`src/rtl/otter_branch_predictor.sv`:
```
// Direct-mapped branch target buffer with per-entry saturating counters, zero-latency
// lookup, EX-stage update/mispredict detection, and saturating statistics counters.
module otter_branch_predictor #(
    parameter int ENTRIES  = 16,
    parameter int CTR_BITS = 2
) (
    input  logic        CLK,
    input  logic        RESET,
    input  logic [31:0] if_pc,
    output logic        pred_taken,
    output logic [31:0] pred_next_pc,
    input  logic        upd_valid,
    input  logic [31:0] upd_pc,
    input  logic        upd_is_jump,
    input  logic        upd_taken,
    input  logic [31:0] upd_target,
    input  logic        upd_pred_taken,
    input  logic [31:0] upd_pred_target,
    output logic        upd_mispredict,
    output logic [31:0] upd_recover_pc,
    input  logic        bp_flush,
    output logic [31:0] stat_branches,
    output logic [31:0] stat_mispredicts
);

    localparam int IDX   = $clog2(ENTRIES);
    localparam int TAG_W = 30 - IDX;

    localparam logic [CTR_BITS-1:0] CTR_MAX     = '1;
    localparam logic [CTR_BITS-1:0] CTR_WEAK_T  = CTR_BITS'(1) << (CTR_BITS - 1);
    localparam logic [CTR_BITS-1:0] CTR_WEAK_NT = CTR_WEAK_T - CTR_BITS'(1);

    logic                valid_q  [ENTRIES];
    logic [TAG_W-1:0]    tag_q    [ENTRIES];
    logic [31:0]         target_q [ENTRIES];
    logic [CTR_BITS-1:0] ctr_q    [ENTRIES];
    logic                jump_q   [ENTRIES];

    logic [IDX-1:0]      if_idx;
    logic [TAG_W-1:0]    if_tag;
    logic                if_hit;
    logic [IDX-1:0]      upd_idx;
    logic [TAG_W-1:0]    upd_tag;
    logic                upd_hit;
    logic [CTR_BITS-1:0] ctr_upd;
    logic                unused_pc_bits;

    assign if_idx  = if_pc[IDX+1:2];
    assign if_tag  = if_pc[31:IDX+2];
    assign upd_idx = upd_pc[IDX+1:2];
    assign upd_tag = upd_pc[31:IDX+2];

    // Word-aligned fetch: the byte-offset bits never select an entry.
    assign unused_pc_bits = ^{if_pc[1:0], upd_pc[1:0]};

    // Lookup reads the registered table, so a same-cycle update is seen only next cycle.
    assign if_hit       = valid_q[if_idx] && (tag_q[if_idx] == if_tag);
    assign pred_taken   = if_hit && (jump_q[if_idx] || ctr_q[if_idx][CTR_BITS-1]);
    assign pred_next_pc = pred_taken ? target_q[if_idx] : if_pc + 32'd4;

    assign upd_hit        = valid_q[upd_idx] && (tag_q[upd_idx] == upd_tag);
    assign upd_mispredict = upd_valid && ((upd_pred_taken != upd_taken) ||
                                          (upd_taken && (upd_pred_target != upd_target)));
    assign upd_recover_pc = upd_taken ? upd_target : upd_pc + 32'd4;

    // NOTE: every variable written in always_comb gets a default first, so no latch is inferred.
    always_comb begin
        ctr_upd = ctr_q[upd_idx];
        if (upd_is_jump) begin
            ctr_upd = CTR_MAX;
        end else if (upd_taken) begin
            if (ctr_q[upd_idx] != CTR_MAX) ctr_upd = ctr_q[upd_idx] + CTR_BITS'(1);
        end else begin
            if (ctr_q[upd_idx] != '0) ctr_upd = ctr_q[upd_idx] - CTR_BITS'(1);
        end
    end

    // NOTE: the table is built from flops, not RAM, so it can be cleared in a single reset cycle.
    always_ff @(posedge CLK) begin
        if (RESET) begin
            for (int i = 0; i < ENTRIES; i++) begin
                valid_q[i]  <= 1'b0;
                tag_q[i]    <= '0;
                target_q[i] <= '0;
                ctr_q[i]    <= CTR_WEAK_NT;
                jump_q[i]   <= 1'b0;
            end
            stat_branches    <= '0;
            stat_mispredicts <= '0;
        end else begin
            // Statistics count even when a flush discards the table update.
            if (upd_valid && (stat_branches != '1))
                stat_branches <= stat_branches + 32'd1;
            if (upd_mispredict && (stat_mispredicts != '1))
                stat_mispredicts <= stat_mispredicts + 32'd1;

            if (bp_flush) begin
                for (int i = 0; i < ENTRIES; i++) valid_q[i] <= 1'b0;
            end else if (upd_valid) begin
                if (upd_hit) begin
                    ctr_q[upd_idx]  <= ctr_upd;
                    jump_q[upd_idx] <= upd_is_jump;
                    if (upd_taken) target_q[upd_idx] <= upd_target;
                end else if (upd_taken) begin
                    valid_q[upd_idx]  <= 1'b1;
                    tag_q[upd_idx]    <= upd_tag;
                    target_q[upd_idx] <= upd_target;
                    jump_q[upd_idx]   <= upd_is_jump;
                    ctr_q[upd_idx]    <= upd_is_jump ? CTR_MAX : CTR_WEAK_T;
                end
            end
        end
    end

endmodule

```
`config.mk`:
```
export PLATFORM = sky130hd
export DESIGN_NAME = otter_branch_predictor
export DESIGN_NICKNAME = d
export VERILOG_FILES = /design/src/rtl/otter_branch_predictor.sv
export SDC_FILE = /design/constraint.sdc
export NUM_CORES = 2
export LEC_CHECK = 0
export BUFFER_PORTS_ARGS = -buffer_cell sky130_fd_sc_hd__buf_4
export CORE_MARGIN = 4
export CORE_UTILIZATION = 43
export DETAILED_ROUTE_END_ITERATION = 6
export PLACE_DENSITY = 0.63
export SYNTH_ARGS = -nofsm -noshare
export SYNTH_HDL_FRONTEND = slang
export SYNTH_SLANG_ARGS = --single-unit
```
`constraint.sdc`:
```
create_clock -name CLK -period 6.3 [get_ports CLK]
set_input_delay 1.575 -clock CLK [delete_from_list [all_inputs] [get_ports CLK]]
set_output_delay 1.575 -clock CLK [all_outputs]
set_load 0.02 [all_outputs]
```
==> run_results.csv <==
group,metric,value,unit
outcome,status,"complete, but fails checks",
outcome,failed_checks,"negative setup slack",
cells_and_area,final_core_util,50.94,%
drt,ant_nets,0,
setup_path,path_class,"in2out",
timing,hold_viol,0,
placed_design,gp_congestion,0.9606,
setup_path,cp.arrival,4.76,ns
drt,met1Wirelength,74.76,mm
logic_synthesis,yosysTopAreaCellShare,54.22,%
logic_synthesis,yosysWarnings,0,
logic_synthesis,ys.flop_type,"edfxtp_1",
drt,wl,190.1,mm
drt,wl_met3,23.05,mm
placed_design,io_buffers,264,
setup_path,cp-start-kind,"primary input",
timing,tightest_slew,1.271,ns
timing,skew,0.05448,ns
clock_tree,cts_hold_buf,0,
logic_synthesis,synth_cells,3802,
global_route,grtUsageTotal,28.41,%
clock_tree,cts_buffer_depth,3,
setup_path,crit_required,4.72,ns
cells_and_area,final_area,0.06331,sq mm
flow_run,maxCapViolCount,0,
clock_tree,clk_latency,0.72,ns
drt,drc,0,
logic_synthesis,synth_edf_count,976,
drt,drt_iter0_drc,4856,
timing,holdWs,0.4865,ns
floorplanning,io_pins,265,
global_route,antenna_found_initial,16,
logic_synthesis,ys_types,74,
timing,layout_setup_ws,-0.03250,ns
cells_and_area,syn_to_final_growth,17.11,%
timing,rsz0062_at_grt,"yes",
placed_design,dpl_cell_area,0.05914,sq mm
drt,vias,36010,
clock_tree,h-tree-depth,3,
clock_tree,tritoncts,"yes",
logic_synthesis,yosys.area.top_type,"edfxtp_1",
timing,relSlewSlack,14.48,%
timing,maxSlewViolCount,0,
clock_tree,clkSinkCount,1056,
logic_synthesis,yosysSeqAreaShare,57.18,%
global_route,overflow,0,
setup_path,crit_path_end_kind,"primary output",
clock_tree,numCtsBuffers,114,
drt,top_layer_used,"met5",
clock_tree,cts.clk_slew.worst_paths,0.06,ns
setup_path,cp_max_fo,8,
logic_synthesis,netlist_top_cells_area,"edfxtp_1 (54%), mux4_2 (15%), and2_1 (11%), dfxtp_1 (3.0%), xnor2_1 (1.9%)",
placed_design,dp_hpwl,121.5,mm
global_route,grt_max_degree,98,
power,ir_worst_vdd,0.2450,mV
drt,viasPerCell,6.167,
timing,fin_crit_sh,100.5,%
floorplanning,die_area,0.1314,sq mm
logic_synthesis,ys_ff_latch,1056,
drt,wire_per_inst,32.56,um
power,leakage,22.86,nW
cells_and_area,fillers,10420,
min_path,min_path_type,"reg2reg",
cells_and_area,drive_gt1_share,28.39,%
power,power_density,263.0,mW/mm^2
cells_and_area,final_nets,4249,
logic_synthesis,synth_fp_nets,3944,
floorplanning,die_w,362.6,um
timing,fmax,157.9,MHz
floorplanning,chipHeight,362.6,um
floorplanning,coreArea,0.1243,sq mm
global_route,grt_pass1_vias,35530,
drt,dr.pass1.iters,6,
logic_synthesis,synth-async-reset-ratio,0,%
logic_synthesis,avgSynthCellArea,14.22,sq um
timing,setup_viol_count_final,25,
placed_design,pre_cts_ws,-0.2964,ns
timing,min_period,6.333,ns
global_route,grt_pass1_wl,266.9,mm
clock_tree,cts_root_buffer,"clkbuf_16",
floorplanning,start_util,43.49,%
floorplanning,rows,129,
drt,wl_met2,84.52,mm
logic_synthesis,synth.cell_area,0.05406,sq mm
-- state kept, by name, summed over array words and instances, names as in the netlist --
name              cells
jump_q               16
tag_q               416
stat_branches        32
valid_q              16
target_q            512
stat_mispredicts     32
ctr_q                32
-- worst max-delay path, cell delays in order --
cell	delay, ns
buf_16	0.15
buf_16	0.16
buf_4	0.12
mux4_2	0.49
mux4_2	0.54
xnor2_2	0.16
nand4_1	0.10
buf_4	0.17
nor3_4	0.21
buf_6	0.14
nand3_4	0.16
buf_12	0.22
mux2_4	0.37
buf_6	0.15
-- synth_stat cells (33+ instances only) --
library cell	count
nand4_1	42
xor2_1	65
xnor2_1	115
a21o_1	33
clkbuf_1	264
mux4_2	362
nand2_1	102
nor3_1	35
o21ai_0	53
dfxtp_1	80
mux2_2	38
mux2i_1	95
nand3_1	67
nor2_1	97
buf_2	35
and3_1	56
and2_1	926
a22oi_1	35
edfxtp_1	976
-- layout by cell type (no fill, tap or decap), types with 9 or more instances in the layout --
cell       Yosys  routed
or2_2         21      36
dfxtp_1       80      80
nor3b_1        9       9
nor2b_1       22      20
clkinv_1       2      27
and3_2         0      14
buf_4         13     461
and4_1        12      12
mux2_2        38      33
nand2_1      102     102
xor2_1        65      65
o21ai_0       53      53
or3_1         14      14
clkbuf_1     264      23
nor2_1        97      95
mux4_2       362     362
buf_12         1      47
nand4_1       42      42
a22oi_1       35      35
nor4_1        25      24
and3_1        56      42
inv_1         22      21
a22o_1        14      14
and2_1       926     926
clkinv_2       0      18
edfxtp_1     976     976
xnor2_2        0       9
buf_6          8      12
mux2i_1       95      95
xnor2_1      115     106
a21o_1        33      33
nor2b_4        0       9
nand3_1       67      65
o211ai_1      17      17
a21oi_1       16      16
clkbuf_16      0     123
nor3_1        35      32
-- path summary, 6_finish.rpt --
kind,slack [ns],endpoint,cells past startpoint,startpoint
setup / recovery,-0.03,pred_next_pc[2],14,if_pc[2]
hold / removal,0.49,valid_q[13]$_DFF_P_,1,valid_q[13]$_DFF_P_
setup reg to reg,2.36,tag_q[0][1]$_SDFFCE_PN0P_,11,tag_q[8][8]$_SDFFCE_PN0P_
hold reg to reg,0.49,valid_q[13]$_DFF_P_,1,valid_q[13]$_DFF_P_
-- kinds of logic after synthesis --
kind of cell               count (synthesis)  share of synthesized area (%)
muxes                                    499                          17.83
AOI/OAI and AO/OA                        218                          2.910
adders and majority gates                  8                         0.1805
buffers and inverters                    368                          2.889
xor gates and xnor gates                 180                          2.916
DFF                                     1056                          57.18
and+or+nand+nor                         1473                          16.10
-- area by class of cell --
type                    instances  area [sq um]  share of cell area, %
well taps                    1637          2048                  3.235
multi-input cells            2378         21830                  34.48
inverters                      25         93.84                 0.1482
diodes                          7         17.52                0.02767
repair buffers                532          4832                  7.633
flip-flops and latches       1056         30910                  48.82
clock inverters                63         548.0                 0.8657
clock buffers                 141          3028                  4.783
-- layer usage --
| layer | vias up | GRT usage (%) |
|---|---|---|
| met5 | - | 0 |
| met2 | 2372 | 42.87 |
| li1 | 14780 | - |
| met4 | 6 | 9.899 |
| met3 | 421 | 7.815 |
| met1 | 18430 | 39.84 |
-- report_power, final --
part / total [mW] / internal [mW] / leakage (nW) / switching [mW]
registers: 8.13 / 7.98 / 9.94 / 0.147
clock network: 6.55 / 3.72 / 1.73 / 2.84
logic: 1.97 / 0.832 / 11.2 / 1.14
-- metrics by stage --
stage / power (mW) / std cells / setup TNS [ns]
after global placement: 10.14 / 5601 / -6.092
after detailed placement: 10.15 / 5601 / -6.228
after global routing: 17.11 / 5835 / -1.113
final: 16.65 / 5839 / -0.4325
after floorplan: 9.251 / 3802 / 0
after CTS: 16.65 / 5811 / -0.02147
-- repair_timing --
action / 4_1_cts / 5_1_grt
setup buffers: 5 / 15
gates cloned: 1 / 6
gates resized for setup: 12 / 37
pin swaps: 2 / 2
setup endpoints to repair: 32 / 32
Power figures use the tool's default switching activity.
